$ cat src/rtl/pixel_row_packer_pkg.sv
// Sensor geometry and output bus defaults shared by the pixel row packer and its bench.
package PixelSensorConfig;

    localparam int unsigned PIXEL_ARRAY_WIDTH_DFLT  = 24;
    localparam int unsigned PIXEL_ARRAY_HEIGHT_DFLT = 12;
    localparam int unsigned PIXEL_BITS_DFLT         = 8;
    localparam int unsigned OUTPUT_BUS_WIDTH_DFLT   = 8;
    localparam int unsigned WORD_BITS               = PIXEL_BITS_DFLT * OUTPUT_BUS_WIDTH_DFLT;
    localparam int unsigned FRAME_COUNT_BITS        = 16;

    typedef logic [WORD_BITS-1:0] word_t;

    // Counter width able to hold 0..n-1, never narrower than one bit.
    function automatic int unsigned cnt_width(input int unsigned n);
        return (n > 1) ? $clog2(n) : 1;
    endfunction

endpackage

$ cat src/rtl/pixel_word_fifo.sv
// Two-entry word FIFO; head and valid come straight from registers.
module pixel_word_fifo
    import PixelSensorConfig::*;
#(
    parameter int unsigned DATA_W = WORD_BITS + 2
) (
    input  logic              clk,
    input  logic              reset_n,
    input  logic              push,
    input  logic [DATA_W-1:0] push_data,
    input  logic              pop,
    output logic [DATA_W-1:0] head,
    output logic              valid,
    output logic              full
);

    logic [DATA_W-1:0] mem_q [2];
    logic              wr_ptr_q;
    logic              rd_ptr_q;
    logic [1:0]        count_q;
    logic              do_push;
    logic              do_pop;

    // A full FIFO still takes a push when the head leaves in the same cycle.
    assign do_pop  = pop & (count_q != 2'd0);
    assign do_push = push & ((count_q != 2'd2) | do_pop);

    always_ff @(posedge clk or negedge reset_n) begin
        if (!reset_n) begin
            mem_q[0] <= '0;
            mem_q[1] <= '0;
            wr_ptr_q <= 1'b0;
            rd_ptr_q <= 1'b0;
            count_q  <= 2'd0;
        end else begin
            if (do_push) begin
                mem_q[wr_ptr_q] <= push_data;
                wr_ptr_q        <= ~wr_ptr_q;
            end
            if (do_pop) begin
                rd_ptr_q <= ~rd_ptr_q;
            end
            case ({do_push, do_pop})
                2'b10:   count_q <= count_q + 2'd1;
                2'b01:   count_q <= count_q - 2'd1;
                default: count_q <= count_q;
            endcase
        end
    end

    assign head  = mem_q[rd_ptr_q];
    assign valid = (count_q != 2'd0);
    assign full  = (count_q == 2'd2);

endmodule

$ cat src/rtl/pixel_row_packer.sv
// Packs raster-order pixels into multi-pixel words with row/frame markers and SOF realignment.
module pixel_row_packer
    import PixelSensorConfig::*;
#(
    parameter int unsigned PIXEL_ARRAY_WIDTH  = PIXEL_ARRAY_WIDTH_DFLT,
    parameter int unsigned PIXEL_ARRAY_HEIGHT = PIXEL_ARRAY_HEIGHT_DFLT,
    parameter int unsigned PIXEL_BITS         = PIXEL_BITS_DFLT,
    parameter int unsigned OUTPUT_BUS_WIDTH   = OUTPUT_BUS_WIDTH_DFLT
) (
    input  logic                                 clk,
    input  logic                                 reset_n,
    input  logic                                 in_valid,
    output logic                                 in_ready,
    input  logic [PIXEL_BITS-1:0]                in_pixel,
    input  logic                                 in_sof,
    output logic                                 out_valid,
    input  logic                                 out_ready,
    output logic [PIXEL_BITS*OUTPUT_BUS_WIDTH-1:0] out_data,
    output logic                                 out_row_last,
    output logic                                 out_frame_last,
    output logic                                 sof_error,
    output logic [FRAME_COUNT_BITS-1:0]          frame_count
);

    localparam int unsigned WORD_W  = PIXEL_BITS * OUTPUT_BUS_WIDTH;
    localparam int unsigned ENTRY_W = WORD_W + 2;
    localparam int unsigned COL_W   = cnt_width(PIXEL_ARRAY_WIDTH);
    localparam int unsigned ROW_W   = cnt_width(PIXEL_ARRAY_HEIGHT);
    localparam int unsigned LANE_W  = cnt_width(OUTPUT_BUS_WIDTH);

    localparam logic [COL_W-1:0]  COL_MAX  = COL_W'(PIXEL_ARRAY_WIDTH - 1);
    localparam logic [ROW_W-1:0]  ROW_MAX  = ROW_W'(PIXEL_ARRAY_HEIGHT - 1);
    localparam logic [LANE_W-1:0] LANE_MAX = LANE_W'(OUTPUT_BUS_WIDTH - 1);

    logic [COL_W-1:0]   col_q, col_d, eff_col;
    logic [ROW_W-1:0]   row_q, row_d, eff_row;
    logic [LANE_W-1:0]  lane_q, lane_d, eff_lane;
    logic [WORD_W-1:0]  partial_q, word_c;
    logic               ready_en_q;
    logic               fifo_full;
    logic               accept;
    logic               realign;
    logic               push;
    logic               pop;
    logic               row_last_c;
    logic               frame_last_c;
    logic [ENTRY_W-1:0] head;

    // ready_en_q holds in_ready low through reset and for the release cycle.
    assign in_ready = ready_en_q & ~fifo_full;
    assign accept   = in_valid & in_ready;
    assign realign  = accept & in_sof & ((col_q != '0) | (row_q != '0));
    assign pop      = out_valid & out_ready;

    // A misplaced SOF restarts the frame: its pixel becomes (0,0) in an empty word.
    always_comb begin
        eff_col  = realign ? '0 : col_q;
        eff_row  = realign ? '0 : row_q;
        eff_lane = realign ? '0 : lane_q;
        word_c   = realign ? '0 : partial_q;
        word_c[eff_lane*PIXEL_BITS +: PIXEL_BITS] = in_pixel;

        row_last_c   = (eff_col == COL_MAX);
        frame_last_c = row_last_c & (eff_row == ROW_MAX);
        push         = accept & (eff_lane == LANE_MAX);

        col_d  = row_last_c ? '0 : eff_col + COL_W'(1);
        row_d  = eff_row;
        if (row_last_c) begin
            row_d = (eff_row == ROW_MAX) ? '0 : eff_row + ROW_W'(1);
        end
        lane_d = (eff_lane == LANE_MAX) ? '0 : eff_lane + LANE_W'(1);
    end

    always_ff @(posedge clk or negedge reset_n) begin
        if (!reset_n) begin
            ready_en_q  <= 1'b0;
            col_q       <= '0;
            row_q       <= '0;
            lane_q      <= '0;
            partial_q   <= '0;
            sof_error   <= 1'b0;
            frame_count <= '0;
        end else begin
            ready_en_q <= 1'b1;
            if (accept) begin
                col_q     <= col_d;
                row_q     <= row_d;
                lane_q    <= lane_d;
                partial_q <= push ? '0 : word_c;
            end
            if (realign) begin
                sof_error <= 1'b1;
            end
            if (pop && head[ENTRY_W-1]) begin
                frame_count <= frame_count + FRAME_COUNT_BITS'(1);
            end
        end
    end

    pixel_word_fifo #(
        .DATA_W (ENTRY_W)
    ) u_fifo (
        .clk       (clk),
        .reset_n   (reset_n),
        .push      (push),
        .push_data ({frame_last_c, row_last_c, word_c}),
        .pop       (pop),
        .head      (head),
        .valid     (out_valid),
        .full      (fifo_full)
    );

    assign out_frame_last = head[ENTRY_W-1];
    assign out_row_last   = head[ENTRY_W-2];
    assign out_data       = head[WORD_W-1:0];

endmodule

$ cat config.mk
export PLATFORM = sky130hd
export DESIGN_NAME = pixel_row_packer
export DESIGN_NICKNAME = d
export VERILOG_FILES = /design/src/rtl/pixel_row_packer_pkg.sv /design/src/rtl/pixel_word_fifo.sv /design/src/rtl/pixel_row_packer.sv
export SDC_FILE = /design/constraint.sdc
export NUM_CORES = 1
export LEC_CHECK = 0
export ABC_AREA = 1
export CAP_MARGIN = 20
export CORE_MARGIN = 2
export CORE_UTILIZATION = 55
export CTS_BUF_LIST = sky130_fd_sc_hd__clkbuf_8
export DETAILED_ROUTE_END_ITERATION = 10
export PLACE_DENSITY = 0.81
export SETUP_SLACK_MARGIN = 0.5
export SLEW_MARGIN = 20
export SYNTH_ARGS = -nofsm -noshare
export SYNTH_HDL_FRONTEND = slang
export SYNTH_SLANG_ARGS = --single-unit
$ cat constraint.sdc
create_clock -name clk -period 2.69 [get_ports clk]
set_input_delay 0.538 -clock clk [delete_from_list [all_inputs] [get_ports clk]]
set_output_delay 0.538 -clock clk [all_outputs]
set_load 0.1 [all_outputs]
==> run_results.csv, run 1 <==
group,metric,value,unit
outcome,status,"stopped before the end",
outcome,stop_stage,"5_1_grt",
outcome,toolErrorMsg,"[ERROR GRT-0232] Routing congestion too high. Check the congestion heatmap in the GUI.",
floorplanning,io_pins,98,
logic_synthesis,postSynthCellCount,1587,
floorplanning,row_count,53,
cts,numCtsBuffers,39,
cts,cts_buffer_depth,3,
cts,htreeDepth,2,
timing,worst_endpoint_kind,"sequential cell input",
logic_synthesis,avgSynthCellArea,7.376,µm²
logic_synthesis,yosys_warnings,0,
logic_synthesis,synth_cell_types,38,
logic_synthesis,syn_nets,1611,
floorplanning,fp.dieW,149.9,µm
placement,dp.cells,1964,
placement,dp_hpwl,21.87,mm
grt,grt_usage,100.3,%
logic_synthesis,ys_ff_latch,230,
timing,worstEndpointGrtRepair,"u_fifo.mem_q[104]$_DFFE_PN0P_/D",
grt,grt.overflow.total,1916,
cts,clock_sinks,230,
grt,grt_max_degree,75,
floorplanning,start_util,55.86,%
placement,io_buffer_count,97,
placement,gp_congestion,0.9610,
cts,root_buffer,"clkbuf_8",
logic_synthesis,seq_area_frac_synth,49.17,%
logic_synthesis,netlist_area,0.01170,mm²
floorplanning,dieHeight,149.9,µm
cells by family after synthesis:
group / share of synthesized area (%)
AO/OA/AOI/OAI: 2.416
XOR/XNOR: 1.272
adder cells (fa/ha/maj): 1.176
buffers and inverters: 4.842
flip-flops: 49.17
other: 0.03204
AND/OR/NAND/NOR: 41.09
Yosys cell counts, drive strengths merged:
cell,n,area (µm²)
o31ai,1,12.51
xor2,11,96.34
a21oi,1,5.000
xnor2,6,52.55
nand2,830,3146
dfrtp,230,5756
o21a,1,7.510
buf,44,219.0
o2111ai,1,8.760
nand4,21,131.4
clkinv,3,11.26
ha,11,137.6
nor3,5,25.02
o21ai,18,97.60
nor2,52,215.2
o311ai,6,137.6
o211ai,1,7.510
a31oi,1,6.260
and2,3,18.77
conb,1,3.750
nor4,1,6.260
inv,53,198.9
or2,1,6.260
nand3,248,1254
nand3b,1,7.510
clkbuf,36,137.6
timing repair:
action / CTS
pin swaps: 127
gates resized for setup: 483
cloned: 29
hold endpoints to repair: 51
endpoints found under the setup margin: 271
hold buffers: 1
buffers inserted: 44
routing by layer:
| layer | overflow | track usage (%) |
|---|---|---|
| met4 | 487 | 114.5 |
| met3 | 30 | 77.87 |
| met2 | 1371 | 128.9 |
| met5 | 2 | 50.00 |
| met1 | 26 | 88.28 |
stage by stage:
step	utilization, %	hold WS [ns]	setup slack (ns)	setup TNS, ns	area (µm²)
after CTS	86.63	0.4793	0.2139	0	18150
after global placement	68.61	0.4611	-0.1806	-23.00	14380
after detailed placement	68.61	0.4651	-0.2790	-37.24	14380
after floorplan	-	0.2424	0.1823	0	11990
==> inputs of run 2 (changes only) <==
Settings changed: CORE_UTILIZATION 55 to 40, CTS_BUF_LIST sky130_fd_sc_hd__clkbuf_8 to unset, PLACE_DENSITY 0.81 to unset, PLACE_DENSITY_LB_ADDON set to 0.15, SETUP_SLACK_MARGIN 0.5 to unset.
Clock period 2.69 ns to 3.5 ns, I/O delays scaled along.
==> run_results.csv, run 2 <==
group,metric,value,unit
worst_setup_path,worstSetupStartpointType,"flip-flop",
power,ir_worst_vdd,0.4314,mV
final_layout,largest_register_ffs,132,
routing,antenna_left,0,
logic_synthesis,yosys_warnings,0,
outcome,status,"completed",
grt,grt_usage,22.77,%
timing,finalSetupTns,0,ns
floorplanning,dieArea,0.03065,mm²
cts,worstSkewPairLatency,0.54,ns
logic_synthesis,seq_area_frac_synth,49.17,%
worst_setup_path,worstPathArrival,2.37,ns
floorplanning,dieHeight,175.1,µm
logic_synthesis,synth_edf_count,0,
routing,dr.pass1.iters,8,
worst_setup_path,crit_required,2.80,ns
placement,dp_hpwl,22.44,mm
cts,tritoncts,"done",
cts,cts_setup_buffers,0,
grt,grt.overflow.total,0,
logic_synthesis,ys_ff_latch,230,
floorplanning,fp.dieW,175.1,µm
final_layout,largest-register,"u_fifo.mem_q",
routing,via_per_inst,5.064,
cts,clock_sinks,230,
routing,wl,34.15,mm
routing,via_count,10549,
timing,tightest_slew,0.9753,ns
placement,io_buffer_count,97,
final_layout,drive_above_1_share,11.48,%
placement,gp_congestion,0.9016,
logic_synthesis,postSynthCellCount,1587,
logic_synthesis,ys_top_cells_by_area,"dfrtp_1 (49%), nand2_1 (26%), nand3_1 (11%)",
timing,clock.fmax,325.8,MHz
routing,drt-initial-drc-count,824,
timing,finalSetupViolations,0,
worst_hold_path,min_path_type,"input pin to async pin",
logic_synthesis,synth_area_leader_cell,"dfrtp_1",
floorplanning,fp.coreArea,0.02878,mm²
power,power_leakage,0.007917,µW
floorplanning,start_util,40.67,%
worst_setup_path,path_class,"flip-flop to primary output",
routing,wl_per_cell,16.40,µm
final_layout,area_growth,26.16,%
job,maxCapViolations,0,
logic_synthesis,yosysMostFrequentCell,"nand2_1",
power,p_total,12560,µW
logic_synthesis,ys_top_cells_by_count,"nand2_1 (824), nand3_1 (247), dfrtp_1 (230)",
logic_synthesis,netlist_area,0.01170,mm²
logic_synthesis,avgSynthCellArea,7.376,µm²
grt,grt_pass1_vias,10282,
timing,slew_violations,0,
worst_setup_path,cp-end-kind,"primary output",
cts,htreeDepth,1,
logic_synthesis,synth_top_area_share,49.17,%
power,power_density,850.6,mW/mm²
worst_setup_path,path_max_fanout,39,
timing,hold_viol,0,
timing,slew_headroom,34.77,%
floorplanning,row_count,62,
cts,post_cts_resized,0,
routing,drc_errors,0,
cts,numCtsBuffers,27,
logic_synthesis,syn_nets,1611,
final_layout,mostFrequentLayoutCell,"nand2_1",
logic_synthesis,ys_async_sr_fraction,100.0,%
timing,finalClockSkew,0.01682,ns
cts,clk_pin_slew,0.06,ns
final_layout,antenna_cells,0,
final_layout,reg.largest.list,"u_fifo.mem_q (132), partial_q (64), frame_count (16)",
grt,grt_pass1_wl,55.88,mm
cts,root_buffer,"clkbuf_16",
grt,grt_max_degree,91,
logic_synthesis,synth_cell_types,38,
timing,period_needed,3.070,ns
floorplanning,io_pins,98,
final_layout,fin_nets,1708,
grt,grt_antenna_before_repair,0,
final_layout,final_cell_mix,"nand2_1 (824), nand3_1 (247), dfrtp_1 (229)",
logic_synthesis,synth_ff_type,"dfrtp_1",
cts,cts_hold_buf,0,
timing,rsz0062_at_grt,"no",
timing,finalCritPeriodShare,87.70,%
cts,cts_buffer_depth,3,
[run 2: cell counts after synthesis]
No cell type changed its count.
[run 2: layout make-up]
| cell class | count | area [µm²] |
|---|---|---|
| Fill cell | 2721 | 14010 |
| Sequential cell | 230 | 5757 |
| Multi-Input combinational cell | 1221 | 5403 |
| Timing Repair Buffer | 148 | 2100 |
| Clock buffer | 40 | 794.5 |
| Tap cell | 384 | 480.5 |
| Inverter | 56 | 210.2 |
| Clock inverter | 4 | 22.52 |
[run 2: worst max-delay path, cell delays in order (launching register included)]
cell     delay (ns)
dfrtp_2        0.72
inv_2          0.15
buf_4          0.47
nand2_1        0.10
nand2_1        0.18
buf_12         0.20
[run 2: routing by layer]
metal  GRT usage (%)  vias up  share of wire, %
li1                -     5231                 -
met1           32.79     4988                46
met2           36.66      281                46
met3           3.046       49               5.7
met4           5.104        0               1.8
met5               0        -                 0
[run 2: worst paths after layout]
check / startpoint / end / slack [ns] / depth (start not counted)
worst max-delay path: u_fifo.rd_ptr_q$_DFFE_PN0P_ / out_data[29] / 0.43 / 5
worst min-delay path: reset_n / frame_count[3]$_DFFE_PN0P_ / 0.15 / 1
worst max register to register: u_fifo.count_q[0]$_DFFE_PN0P_ / partial_q[35]$_DFFE_PN0N_ / 0.68 / 16
worst min register to register: partial_q[19]$_DFFE_PN0N_ / partial_q[19]$_DFFE_PN0N_ / 0.47 / 2
max in group asynchronous: reset_n / u_fifo.mem_q[88]$_DFFE_PN0P_ / 2.48 / 2
min in group clk: partial_q[19]$_DFFE_PN0N_ / partial_q[19]$_DFFE_PN0N_ / 0.47 / 2
[run 2: power by group]
part           switching (µW)  internal, µW
Sequential                462          3300
Clock                    1090          1550
Combinational            4310          1850
[run 2: cells by family after synthesis]
| logic type | after synthesis | share of synthesized area (%) |
|---|---|---|
| flip-flops | 230 | 49.17 |
| other | 1 | 0.03204 |
| XOR/XNOR | 17 | 1.272 |
| buffers and inverters | 136 | 4.842 |
| AO/OA/AOI/OAI | 30 | 2.416 |
| AND/OR/NAND/NOR | 1162 | 41.09 |
| adder cells (fa/ha/maj) | 11 | 1.176 |
[run 2: stage by stage]
stage | instances | area [µm²] | setup WS (ns) | utilization (%) | hold slack [ns]
final | 2083 | 14770 | 0.4304 | 51.31 | 0.1454
after global placement | 2039 | 13950 | 0.1730 | 48.47 | 0.4611
after CTS | 2083 | 14770 | 0.4278 | 51.31 | 0.1696
after floorplan | 1587 | 11710 | 0.5463 | - | 0.4044
after detailed placement | 2039 | 13950 | 0.09985 | 48.47 | 0.4650
after global routing | 2083 | 14770 | 0.3258 | 51.31 | 0.1984
(Power assumes the default switching activity.)
